**src/rtl/port_uart_tx_pkg.sv**
```systemverilog
// Shared definitions for the port-mapped UART transmitter: FSM encoding,
// status/control bit positions and the status-byte packer.
package port_uart_tx_pkg;

    typedef enum logic [1:0] {
        TX_IDLE  = 2'd0,
        TX_START = 2'd1,
        TX_DATA  = 2'd2,
        TX_STOP  = 2'd3
    } tx_state_t;

    localparam int ST_BUSY   = 0;
    localparam int ST_FULL   = 1;
    localparam int ST_EMPTY  = 2;
    localparam int ST_ACK    = 3;
    localparam int ST_OVF    = 4;
    localparam int ST_CNT_LO = 5;
    localparam int ST_CNT_HI = 7;

    localparam int CT_REQ    = 0;
    localparam int CT_OVFCLR = 1;

    function automatic logic [7:0] pack_status(
        input logic       busy,
        input logic       full,
        input logic       empty,
        input logic       ack,
        input logic       ovf,
        input logic [2:0] cnt
    );
        logic [7:0] s;
        s                       = '0;
        s[ST_BUSY]              = busy;
        s[ST_FULL]              = full;
        s[ST_EMPTY]             = empty;
        s[ST_ACK]               = ack;
        s[ST_OVF]               = ovf;
        s[ST_CNT_HI:ST_CNT_LO]  = cnt;
        return s;
    endfunction

endpackage

```
**src/rtl/port_uart_tx_fifo_sync.sv**
```systemverilog
// Small byte FIFO: synchronous write, read data taken from the register array
// at the read pointer; push while full and pop while empty are ignored.
module fifo_sync #(
    parameter int FIFO_AW = 2
) (
    input  logic               clk,
    input  logic               reset,
    input  logic               push,
    input  logic               pop,
    input  logic [7:0]         wr_data,
    output logic [7:0]         rd_data,
    output logic               full,
    output logic               empty,
    output logic [FIFO_AW:0]   count
);

    localparam int DEPTH = 2 ** FIFO_AW;
    localparam logic [FIFO_AW:0] DEPTH_CNT = DEPTH[FIFO_AW:0];

    logic [7:0]         mem [DEPTH];
    logic [FIFO_AW-1:0] wr_ptr;
    logic [FIFO_AW-1:0] rd_ptr;
    logic               do_push;
    logic               do_pop;

    assign full    = (count == DEPTH_CNT);
    assign empty   = (count == '0);
    assign do_push = push && !full;
    assign do_pop  = pop && !empty;
    assign rd_data = mem[rd_ptr];

    always_ff @(posedge clk) begin
        if (do_push) begin
            mem[wr_ptr] <= wr_data;
        end
    end

    // Pointers are exactly FIFO_AW bits wide, so they wrap modulo depth on their own.
    always_ff @(posedge clk) begin
        if (!reset) begin
            wr_ptr <= '0;
            rd_ptr <= '0;
            count  <= '0;
        end else begin
            if (do_push) begin
                wr_ptr <= wr_ptr + 1'b1;
            end
            if (do_pop) begin
                rd_ptr <= rd_ptr + 1'b1;
            end
            case ({do_push, do_pop})
                2'b10:   count <= count + 1'b1;
                2'b01:   count <= count - 1'b1;
                default: count <= count;
            endcase
        end
    end

endmodule

```
**src/rtl/port_uart_tx.sv**
```systemverilog
// UART 8N1 transmitter fed from CPU output ports: toggle-based request
// detection, byte FIFO, serial shifter and a pollable status byte.
module port_uart_tx
    import port_uart_tx_pkg::*;
#(
    parameter int CLKS_PER_BIT = 16,
    parameter int FIFO_AW      = 2
) (
    input  logic       clk,
    input  logic       reset,
    input  logic [7:0] data_in,
    input  logic [7:0] ctrl_in,
    output logic [7:0] status_out,
    output logic       tx
);

    localparam int BAUD_W = $clog2(CLKS_PER_BIT);
    localparam logic [BAUD_W-1:0] BAUD_LAST = BAUD_W'(CLKS_PER_BIT - 1);

    tx_state_t          state;
    logic               req_q;
    logic               ack;
    logic               overflow;
    logic [7:0]         shift;
    logic [BAUD_W-1:0]  baud_cnt;
    logic [2:0]         bit_idx;

    logic               req_event;
    logic               push;
    logic               pop;
    logic               fifo_full;
    logic               fifo_empty;
    logic [7:0]         fifo_rd_data;
    logic [FIFO_AW:0]   fifo_count;
    logic               unused_ctrl;

    assign unused_ctrl = ^ctrl_in[7:2];

    assign req_event = ctrl_in[CT_REQ] ^ req_q;
    assign push      = req_event && !fifo_full;
    assign pop       = (state == TX_IDLE) && !fifo_empty;

    fifo_sync #(
        .FIFO_AW (FIFO_AW)
    ) u_fifo (
        .clk     (clk),
        .reset   (reset),
        .push    (push),
        .pop     (pop),
        .wr_data (data_in),
        .rd_data (fifo_rd_data),
        .full    (fifo_full),
        .empty   (fifo_empty),
        .count   (fifo_count)
    );

    // A request dropped on a full FIFO still acks; a drop beats a clear on the same edge.
    always_ff @(posedge clk) begin
        if (!reset) begin
            req_q    <= 1'b0;
            ack      <= 1'b0;
            overflow <= 1'b0;
        end else begin
            req_q <= ctrl_in[CT_REQ];
            if (req_event) begin
                ack <= ctrl_in[CT_REQ];
            end
            if (req_event && fifo_full) begin
                overflow <= 1'b1;
            end else if (ctrl_in[CT_OVFCLR]) begin
                overflow <= 1'b0;
            end
        end
    end

    // tx is registered and loaded with the next bit's level on each transition.
    always_ff @(posedge clk) begin
        if (!reset) begin
            state    <= TX_IDLE;
            tx       <= 1'b1;
            shift    <= '0;
            baud_cnt <= '0;
            bit_idx  <= '0;
        end else begin
            case (state)
                TX_IDLE: begin
                    tx <= 1'b1;
                    if (!fifo_empty) begin
                        shift    <= fifo_rd_data;
                        baud_cnt <= '0;
                        bit_idx  <= '0;
                        tx       <= 1'b0;
                        state    <= TX_START;
                    end
                end
                TX_START: begin
                    if (baud_cnt == BAUD_LAST) begin
                        baud_cnt <= '0;
                        tx       <= shift[0];
                        state    <= TX_DATA;
                    end else begin
                        baud_cnt <= baud_cnt + 1'b1;
                    end
                end
                TX_DATA: begin
                    if (baud_cnt == BAUD_LAST) begin
                        baud_cnt <= '0;
                        shift    <= {1'b0, shift[7:1]};
                        if (bit_idx == 3'd7) begin
                            tx    <= 1'b1;
                            state <= TX_STOP;
                        end else begin
                            bit_idx <= bit_idx + 1'b1;
                            tx      <= shift[1];
                        end
                    end else begin
                        baud_cnt <= baud_cnt + 1'b1;
                    end
                end
                TX_STOP: begin
                    if (baud_cnt == BAUD_LAST) begin
                        baud_cnt <= '0;
                        state    <= TX_IDLE;
                    end else begin
                        baud_cnt <= baud_cnt + 1'b1;
                    end
                end
                default: begin
                    tx    <= 1'b1;
                    state <= TX_IDLE;
                end
            endcase
        end
    end

    assign status_out = pack_status((state != TX_IDLE) || !fifo_empty,
                                    fifo_full, fifo_empty, ack, overflow,
                                    3'(fifo_count));

endmodule

```
**config.mk**
```make
export PLATFORM = sky130hd
export DESIGN_NAME = port_uart_tx
export DESIGN_NICKNAME = d
export VERILOG_FILES = /design/src/rtl/port_uart_tx_pkg.sv /design/src/rtl/port_uart_tx_fifo_sync.sv /design/src/rtl/port_uart_tx.sv
export SDC_FILE = /design/constraint.sdc
export NUM_CORES = 1
export LEC_CHECK = 0
export CAP_MARGIN = 5
export CELL_PAD_IN_SITES_DETAIL_PLACEMENT = 1
export CELL_PAD_IN_SITES_GLOBAL_PLACEMENT = 1
export CORE_ASPECT_RATIO = 0.6
export CORE_UTILIZATION = 40
export DETAILED_ROUTE_END_ITERATION = 10
export PLACE_DENSITY_LB_ADDON = 0.08
export SKIP_LAST_GASP = 1
export SLEW_MARGIN = 20
export SYNTH_ARGS = -nofsm -noshare
export SYNTH_HDL_FRONTEND = slang
export SYNTH_SLANG_ARGS = --single-unit
```
**constraint.sdc**
```tcl
create_clock -name clk -period 2.2 [get_ports clk]
set_input_delay 0.33 -clock clk [delete_from_list [all_inputs] [get_ports clk]]
set_output_delay 0.33 -clock clk [all_outputs]
set_load 0.03 [all_outputs]
```
==> out/metrics.cfg <==
[logic_synthesis]
ys.warnings.count = 0
count_of_different_cell_masters_after_synthesis = 47
synth_sequential_area_ratio_pct = 56.6
synth_top_area_share_pct = 34.8
synth.net_count = 249
synth_enable_flop_cells = 32
post_synth_most_frequent_cells = sky130_fd_sc_hd__edfxtp_1 (32), sky130_fd_sc_hd__dfxtp_1 (30), sky130_fd_sc_hd__a21oi_1 (16)
synth.cell_area_um2 = 2760
post_synth_main_area_contributors = sky130_fd_sc_hd__edfxtp_1 (35%), sky130_fd_sc_hd__dfxtp_1 (22%), sky130_fd_sc_hd__ha_1 (5.9%)
async_flop_share_pct = 0
synth_largest_area_cell = sky130_fd_sc_hd__edfxtp_1
synth_most_common_cell = sky130_fd_sc_hd__edfxtp_1
flip_flop_and_latch_count_after_synthesis = 62
synthesis.instances = 217
synth_area_per_cell_um2 = 12.7
yosys_most_used_dff = sky130_fd_sc_hd__edfxtp_1

[clocking]
clock_latency_ns = 0.32
post_cts_buffers = 0
clock_pin_transition_on_the_worst_setup_and_hold_timing_paths_ns = 0.05
tritoncts = yes
htree_levels = 3
cts_buffers = 9
max-clock-path-buffers = 2
holdBufCountCts = 0
clockRootBuffer = sky130_fd_sc_hd__clkbuf_16
numClockSinks = 62

[timing]
rsz0062_at_grt = no
maxSlewViolCount = 0
timing.final.crit_share_pct = 94.8
period_needed_ns = 2.09
hold_viol_final = 0
setup_violations = 0
clock-skew-final_ns = 0.00762
setup_tns_ns = 0
timing.max_slew.rel_slack_pct = 63.2
worst_pin_slew_ns = 0.551
maxClockFrequency_mhz = 479

[routing]
drcViolationCount = 0
detail_route.wl_per_cell_um = 17.8
first_pass_iters = 4
via_count = 1844
drt-initial-drc-count = 33
antenna_violating_nets_post_route = 0
totalWireLength_um = 6110
detail_route.vias_per_cell = 5.36

[global_route]
maximum_number_of_pins_on_one_net_before_global_route_repair = 17
number_of_global_route_vias_before_repair = 1881
grt_pass1_wl_um = 9890
grt_antenna_before_repair = 0
gr-total-overflow = 0
grt.total_usage_pct = 19.2

[final_layout]
antennaDiodeCount = 0
area_delta_synth_final_pct = 27.3
final_design_area_no_fill_um2 = 3510
layout.nets = 284
postLayoutCoreUtil_pct = 52.6
filler_instances = 688
post_route_cells_drive_above_1_share_pct = 18.7

[floorplan]
ios = 27
rows = 23
die_width_um = 109
floorplan.initialDensity_pct = 41.3
chipHeight_um = 66.3
core-area_um2 = 6680
fp.dieArea_um2 = 7240

[setup_path]
required_arrival_time_at_the_worst_endpoint_ns = 2.46
endpoint_kind = flop
critPathMaxFanout = 3
worst-endpoint-arrival_ns = 2.35
worst_setup_path_start_kind = input pin
setup.worst_path.class = input pin to flop

[placed_design]
place.gp.congestion = 0.858
io_buffer_count = 20
total_half_perimeter_wirelength_after_legalization_and_detailed_placement_um = 4410
placedInstanceArea_um2 = 3150

[power_and_ir_drop]
power_switching_mw = 1.74
powerDensity_nw_per_um2 = 1470
p_sw_share_pct = 33.7
peakVddDrop_v = 0.000614
power_frac_comb_pct = 36.9
seqPwrFrac_pct = 32.4
intPower_mw = 3.43
power.clock.fraction_pct = 30.7
leakagePower_nw = 1.30

[min_path]
worst_hold_path_type = flop to flop

[status]
status = completed

[flow_run]
cap_viol_max_count = 0

[cell usage in the layout (no fill, tap or decap), types with 8 or more instances in the layout]
cell,n
sky130_fd_sc_hd__edfxtp_1,32
sky130_fd_sc_hd__dfxtp_1,29
sky130_fd_sc_hd__clkdlybuf4s50_1,18
sky130_fd_sc_hd__nor2_1,15
sky130_fd_sc_hd__a21oi_1,15
sky130_fd_sc_hd__o21ai_0,13
sky130_fd_sc_hd__ha_1,12
sky130_fd_sc_hd__buf_4,11
sky130_fd_sc_hd__clkbuf_16,9
sky130_fd_sc_hd__mux2i_1,8
[logic make-up (layout without fill, tap and decap cells)]
logic type,after synthesis,in the layout,synth area share [%]
AOI/OAI and AO/OA,45,45,9.93
buffers and inverters,23,63,4.49
and+or+nand+nor,51,51,10.3
adders and majority gates,14,14,6.62
xor gates and xnor gates,6,6,1.90
DFF,62,62,56.6
muxes,16,16,10.1
[sequential cells by signal, indices dropped and copies added, names as in the netlist, named ones only]
name           cells
ack                1
baud_cnt           4
bit_idx            3
overflow           1
req_q              1
shift              8
state              2
tx                 1
u_fifo.count       3
u_fifo.mem        32
u_fifo.rd_ptr      2
u_fifo.wr_ptr      2
[critical path, stage by stage]
cell and delay (ns):
sky130_fd_sc_hd__clkdlybuf4s50_1 0.44, sky130_fd_sc_hd__xor2_1 0.19, sky130_fd_sc_hd__a21boi_2 0.16, sky130_fd_sc_hd__inv_1 0.05, sky130_fd_sc_hd__ha_1 0.16, sky130_fd_sc_hd__inv_1 0.06
sky130_fd_sc_hd__fa_2 0.34, sky130_fd_sc_hd__xor2_1 0.15, sky130_fd_sc_hd__or3_1 0.33, sky130_fd_sc_hd__a21oi_2 0.13
[final timing paths]
kind | startpoint | to | slack (ns) | cells after the start
worst max-delay path | ctrl_in[0] | u_fifo.count[2]$_SDFFE_PN0P_ | 0.11 | 10
worst max register to register | u_fifo.count[1]$_SDFFE_PN0P_ | u_fifo.count[2]$_SDFFE_PN0P_ | 0.12 | 8
worst min-delay path | overflow$_SDFFE_PN0P_ | overflow$_SDFFE_PN0P_ | 0.47 | 2
worst min register to register | overflow$_SDFFE_PN0P_ | overflow$_SDFFE_PN0P_ | 0.47 | 2
[power groups by stage]
| stage | sequential [mW] | combinational [mW] | clock [mW] |
|---|---|---|---|
| 5_1_grt | 1.71 | 2.10 | 1.66 |
| 2_1_floorplan | 1.65 | 1.29 | 0 |
| 3_3_place_gp | 1.66 | 1.78 | 0 |
| 6_report | 1.68 | 1.91 | 1.59 |
| 3_5_place_dp | 1.69 | 1.86 | 0 |
| 4_1_cts | 1.68 | 1.89 | 1.62 |
[layer usage]
metal | vias up | GRT usage [%] | part of all wire, %
li1 | 869 | - | -
met5 | - | 0 | 0
met4 | 0 | 9.00 | 1.7
met3 | 13 | 5.71 | 3.0
met1 | 932 | 24.9 | 49
met2 | 30 | 29.6 | 46
[through the flow]
step	total power [mW]	cells	hold slack, ns	worst slack (ns)
6_report	5.18	344	0.473	0.114
5_1_grt	5.47	344	0.492	0.0364
4_1_cts	5.18	344	0.477	-0.109
3_5_place_dp	3.54	328	0.469	-0.268
3_3_place_gp	3.44	328	0.459	-0.167
2_1_floorplan	2.94	217	0.429	0.0158
[what timing repair did]
| item | in CTS | in global routing |
|---|---|---|
| pin swaps | 0 | 0 |
| setup endpoints to repair | 3 | 3 |
| resized for setup | 2 | 8 |
[area by class of cell]
class,count,area (µm²),share of cell area [%]
Clock inverter,7,113,3.21
Tap cell,87,109,3.10
Sequential cell,62,1560,44.5
Clock buffer,9,225,6.41
Multi-Input combinational cell,132,1090,31.1
Timing Repair Buffer,35,364,10.4
Inverter,12,45.0,1.28
Power figures use the tool's default switching activity.
